[src/rtl/div_share_sched.sv]
// div_share_sched: round-robin scheduler sharing one iterative divider among NREQ requesters,
// with local divide-by-zero answers and a watchdog on the divider's done pulse.
module div_share_sched #(
    parameter int NREQ    = 4,
    parameter int IDW     = 2,
    parameter int DW      = 13,
    parameter int QW      = 12,
    parameter int TIMEOUT = 32
) (
    input  logic                 clk,
    input  logic                 rst,
    input  logic [NREQ-1:0]      req_valid,
    output logic [NREQ-1:0]      req_ready,
    input  logic [NREQ*DW-1:0]   req_dividend,
    input  logic [NREQ*DW-1:0]   req_divisor,
    output logic                 rsp_valid,
    input  logic                 rsp_ready,
    output logic [IDW-1:0]       rsp_id,
    output logic [QW-1:0]        rsp_quotient,
    output logic                 rsp_dz,
    output logic                 rsp_to,
    output logic                 div_start,
    output logic [DW-1:0]        div_dividend,
    output logic [DW-1:0]        div_divisor,
    input  logic [QW-1:0]        div_quotient,
    input  logic                 div_done,
    output logic                 busy,
    output logic                 stray_done
);
    localparam logic [1:0] IDLE = 2'd0, ISSUE = 2'd1, WAIT = 2'd2, RESP = 2'd3;
    localparam int TW = $clog2(TIMEOUT + 1);

    logic [1:0]     state_q, state_d;
    logic [IDW-1:0] ptr_q, ptr_d, id_q, id_d, win, cand;
    logic [DW-1:0]  dvd_q, dvd_d, dvs_q, dvs_d, g_dvd, g_dvs;
    logic [QW-1:0]  quo_q, quo_d;
    logic           dz_q, dz_d, to_q, to_d, stray_q, stray_d, found, grant;
    logic [TW-1:0]  tmr_q, tmr_d;

    // first valid requester searching from ptr upward, wrapping mod NREQ
    always_comb begin
        found = 1'b0;
        win   = '0;
        cand  = '0;
        for (int k = 0; k < NREQ; k++) begin
            cand = IDW'((int'(ptr_q) + k) % NREQ);
            if (!found && req_valid[cand]) begin
                found = 1'b1;
                win   = cand;
            end
        end
    end

    assign grant     = (state_q == IDLE) && found;
    assign req_ready = grant ? NREQ'(1) << win : '0;
    assign g_dvd     = req_dividend[win*DW +: DW];
    assign g_dvs     = req_divisor[win*DW +: DW];

    always_comb begin
        state_d = state_q;
        ptr_d   = ptr_q;
        id_d    = id_q;
        dvd_d   = dvd_q;
        dvs_d   = dvs_q;
        quo_d   = quo_q;
        dz_d    = dz_q;
        to_d    = to_q;
        tmr_d   = tmr_q;
        stray_d = stray_q | (div_done && state_q != WAIT);
        if (grant) begin
            id_d    = win;
            ptr_d   = IDW'((int'(win) + 1) % NREQ);
            dvd_d   = g_dvd;
            dvs_d   = g_dvs;
            dz_d    = g_dvs == '0;
            to_d    = 1'b0;
            quo_d   = g_dvs == '0 ? '1 : quo_q;
            state_d = g_dvs == '0 ? RESP : ISSUE;
        end else if (state_q == ISSUE) begin
            tmr_d   = '0;
            state_d = WAIT;
        end else if (state_q == WAIT) begin
            tmr_d = tmr_q + 1'b1;
            if (div_done) begin
                quo_d   = div_quotient;
                dz_d    = 1'b0;
                to_d    = 1'b0;
                state_d = RESP;
            end else if (tmr_q == TW'(TIMEOUT - 1)) begin
                quo_d   = '0;
                to_d    = 1'b1;
                state_d = RESP;
            end
        end else if (state_q == RESP && rsp_ready) begin
            state_d = IDLE;
        end
    end

    always_ff @(posedge clk) begin
        if (!rst) begin
            state_q <= IDLE;
            ptr_q   <= '0;
            id_q    <= '0;
            dvd_q   <= '0;
            dvs_q   <= '0;
            quo_q   <= '0;
            dz_q    <= 1'b0;
            to_q    <= 1'b0;
            tmr_q   <= '0;
            stray_q <= 1'b0;
        end else begin
            state_q <= state_d;
            ptr_q   <= ptr_d;
            id_q    <= id_d;
            dvd_q   <= dvd_d;
            dvs_q   <= dvs_d;
            quo_q   <= quo_d;
            dz_q    <= dz_d;
            to_q    <= to_d;
            tmr_q   <= tmr_d;
            stray_q <= stray_d;
        end
    end

    assign rsp_valid    = state_q == RESP;
    assign rsp_id       = id_q;
    assign rsp_quotient = quo_q;
    assign rsp_dz       = dz_q;
    assign rsp_to       = to_q;
    assign div_start    = state_q == ISSUE;
    assign div_dividend = dvd_q;
    assign div_divisor  = dvs_q;
    assign busy         = state_q != IDLE;
    assign stray_done   = stray_q;
endmodule

[config.mk]
export PLATFORM = sky130hd
export DESIGN_NAME = div_share_sched
export DESIGN_NICKNAME = d
export VERILOG_FILES = /design/src/rtl/div_share_sched.sv
export SDC_FILE = /design/constraint.sdc
export NUM_CORES = 1
export LEC_CHECK = 0
export CAP_MARGIN = 10
export CORE_MARGIN = 5
export CORE_UTILIZATION = 43
export DETAILED_ROUTE_END_ITERATION = 7
export PLACE_DENSITY = 0.87
export SLEW_MARGIN = 20
export SYNTH_ARGS = -nofsm -noshare
export SYNTH_HDL_FRONTEND = slang
export SYNTH_SLANG_ARGS = --single-unit
[constraint.sdc]
create_clock -name clk -period 5.7 [get_ports clk]
set_input_delay 1.14 -clock clk [delete_from_list [all_inputs] [get_ports clk]]
set_output_delay 1.14 -clock clk [all_outputs]
set_load 0.01 [all_outputs]
==> results.rst <==
.. list-table::
   :header-rows: 1

   * - Metric
     - Value
   * - Outcome
     - completed
   * - Slew Limit Headroom
     - 0.421
   * - CP Class
     - in -> out
   * - Max Root-Sink Buffers
     - 2
   * - Delay of the slowest critical-path stage
     - ~0.63 ns
   * - Initial core utilization
     - 0.447
   * - Nature of the critical path startpoint
     - input port
   * - Number of distinct library cell variants in the gate-level netlist after synthesis
     - 48
   * - Average footprint of a synthesized cell
     - 7.50 um2
   * - Fraction of registers with async set/reset
     - 0
   * - Data arrival time of the worst path
     - 3.81 ns
   * - Final routed wire length divided by cell count
     - 16.3 um
   * - Post-Route WL
     - 11.2 mm
   * - Ranking of synthesized cells by area
     - dfxtp_1, nand2_1, nand3_1
   * - Number of antenna diodes
     - 0
   * - Maximum number of pins on one net before global-route repair
     - 41
   * - Antenna-violating nets left
     - 0
   * - Power density over the cells
     - 419 nW/um2
   * - Crit path time final
     - slightly below 5 ns
   * - Fin Setup TNS
     - 0 ns
   * - First-pass GRT wire length
     - 17.8 mm
   * - Root cell of the clock tree
     - clkbuf_8
   * - Post-layout utilization of the core
     - 0.702
   * - Cell total after placement
     - 684
   * - Latest clock arrival within the worst-skew pair
     - 0.31 ns
   * - Startpoint of the lowest-slack hold path
     - div_dividend[9]$_SDFFE_PN0P_
   * - Area Overhead vs Synth
     - 56.9%
   * - Std-Cell Core Area
     - 7330 um2
   * - Sequential area share after synthesis
     - 0.324
   * - Cell count after synthesis
     - around 440
   * - Total CTS buffers
     - 5
   * - EDFF count, synth
     - 0
   * - Worst slew pin tran
     - 0.868 ns
   * - Height of the chip
     - 97.3 um
   * - First-iteration detailed-routing DRC count
     - approximately 280
   * - Endpoint required time on the critical path
     - 4.56 ns
   * - Final Hold Vio Count
     - 0
   * - Quantity of I/O buffers inserted on ports
     - around 170
   * - Detailed Place HPWL
     - 8.78 mm
   * - Top cell type by total area after synthesis
     - dfxtp_1
   * - Number of buffers inserted to repair setup after CTS
     - 0
   * - Cell Area, Placed
     - 5060 um2
   * - Non-Filler Cell Area, Final
     - 5150 um2
   * - Cell at the slowest stage of the critical path
     - o221ai_2
   * - Detail-routed via count per cell
     - 5.49
   * - Total chip power
     - 2.16 mW
   * - Area enclosed by the die boundary
     - 9470 um2
   * - Syn Nets
     - 571
   * - Via count
     - around 3800
   * - Highest achievable clock rate
     - 0.202 GHz
   * - Worst Hold Path EP
     - div_dividend[9]$_SDFFE_PN0P_
   * - Type of element capturing the critical path
     - output pin
   * - Number of warnings issued by yosys
     - 0
   * - Period utilisation layout
     - 0.868
   * - Count of TritonRoute iterations in the first routing pass
     - 5
   * - Final Slew Violations
     - 0
   * - # Max-Cap Violations
     - 0
   * - Leading cell type in the layout, fill and taps excluded
     - clkdlybuf4s50_1
   * - Setup Skew
     - 0.00891 ns
   * - Clock sink count
     - 53
   * - Hold_buf cts
     - 0
   * - Critical Path Fanout Max
     - 15
   * - Max rail drop VDD
     - between 200 and 250 uV
   * - Die boundary width
     - 97.3 um
   * - Worst Hold Depth
     - 2
   * - Slack of the critical path
     - between 0.7 and 0.8 ns
   * - Fraction of final layout cells sized beyond drive strength 1
     - 0.0607
   * - Type of the most critical hold path
     - reg -> reg
   * - Synth Flop Type
     - dfxtp_1
   * - Fill cell instance count of the final layout
     - 577
   * - DRC viols
     - 0
   * - Number of global-route vias before repair
     - 3640
   * - # resized after CTS
     - 0
   * - I/O pin total
     - between 150 and 200
   * - Number of flip-flops and latches in the synthesized netlist
     - 53
   * - Number of endpoints failing setup at the final stage
     - 0
   * - Cell-by-cell trace of the critical path
     - clkdlybuf4s50_1, nor2b_1, nor2b_1, o221ai_2, inv_2, ha_1, and2_1, clkdlybuf4s50_1
   * - Number of H-tree levels
     - 2
   * - Remaining Overflow, GRT
     - 0
   * - Highest-count cells in the layout ignoring fill and taps
     - clkdlybuf4s50_1, nand2_1, nand3_1, dfxtp_1
   * - Post-Synthesis Cell Area
     - 3280 um2
   * - Static leakage
     - 2.04 nW
   * - Worst R2R Path Depth
     - 10
   * - Setup slack, reg-to-reg
     - 1.93 ns
   * - Overall fraction of global-route tracks in use
     - 0.228
   * - Unrepaired setup endpoints after global routing
     - no
   * - Reg-to-reg startpoint
     - ptr_q[0]$_SDFFE_PN0P_
   * - Endpoint of the most critical register-to-register path
     - rsp_quotient[10]$_SDFFE_PN0P_
   * - GP Congestion
     - 0.943
   * - Nets@finish
     - just over 700
   * - Proportion of netlist area held by the largest area contributor
     - 0.324
   * - Worst-case setup slack after placement
     - 0.715 ns
   * - Antenna violations before repair
     - 0
   * - Clock tree from TritonCTS
     - yes
   * - Final hold slack
     - approximately 0.46 ns
   * - Clock slew at reported path FFs
     - 0.09 ns
   * - Filler-free cell count of the finished design
     - between 600 and 700
   * - Placement row count
     - 31
[power by group]
group | leakage [nW] | switching [mW] | internal (mW) | total (mW)
Clock | 0.0445 | 0.128 | 0.0874 | 0.216
Combinational | 1.56 | 0.736 | 0.634 | 1.37
Sequential | 0.435 | 0.0778 | 0.492 | 0.570
[kinds of logic (layout without fill, tap and decap cells)]
family	count (synthesis)	count (layout)	synth area share
DFF	53	53	0.324
buffers and inverters	39	195	0.0504
xor gates and xnor gates	4	4	0.0107
adders and majority gates	10	10	0.0382
AOI/OAI and AO/OA	102	102	0.245
and+or+nand+nor	228	228	0.329
muxes	1	1	0.00305
[cells in the mapped netlist, types with 2 or more instances]
library cell and count:
a211oi_1 20, a21boi_0 15, a21o_1 3, a21oi_1 10
a22oi_1 3, a2bb2oi_2 10, a31o_2 2, and2_1 17
and3_1 20, buf_1 5, buf_2 3, buf_6 2
clkbuf_1 23, dfxtp_1 53, ha_1 10, inv_1 5
nand2_1 106, nand3_1 53, nand4_1 4, nor2_1 10
nor2b_1 8, nor3b_1 2, o211a_1 2, o21ai_0 15
o22ai_1 4, o31ai_1 8, xor2_1 3
[area by class of cell]
class / count / area (um2) / area share
multi-input cells: 345 / 2060 / 0.400
repair buffers: 181 / 1790 / 0.348
flip-flops and latches: 53 / 1060 / 0.206
well taps: 99 / 124 / 0.0241
clock buffers: 5 / 68.8 / 0.0134
inverters: 6 / 22.5 / 0.00438
clock inverters: 3 / 21.3 / 0.00413
[worst max-delay path, delay by kind of cell]
kind,cells,cell delay (ns)
adder cells (fa/ha/maj),1,0.28
buffers and inverters,3,1.26
AO/OA/AOI/OAI,1,0.63
AND/OR/NAND/NOR,3,0.48
[how the worst max path moves through the flow]
stage | startpoint | to | slack, ns | depth (start not counted)
2_1_floorplan | req_valid[2] | req_ready[0] | 1.59 | 8
3_3_place_gp | req_valid[2] | rsp_quotient[10]$_SDFFE_PN0P_ | 0.78 | 11
3_5_place_dp | req_valid[1] | rsp_quotient[10]$_SDFFE_PN0P_ | 0.72 | 11
4_1_cts | req_valid[1] | req_ready[3] | 0.80 | 8
5_1_grt | req_valid[1] | req_ready[3] | 0.60 | 8
6_report | req_valid[1] | req_ready[3] | 0.75 | 8
[sequential cells by signal, summed over array words and instances (netlist names)]
signal	cells
div_dividend	13
div_divisor	13
rsp_quotient	12
tmr_q	6
ptr_q	2
rsp_id	2
state_q	2
rsp_dz	1
rsp_to	1
stray_done	1
[routing by layer]
layer	global-route usage	up-vias	routed length [um]	share of wire
met5	0	-	0	0
met4	0.0841	0	389	0.035
met3	0.0948	26	1340	0.12
met2	0.390	204	5280	0.47
met1	0.252	1725	4230	0.38
li1	-	1843	-	-
Power figures use the tool's default switching activity.
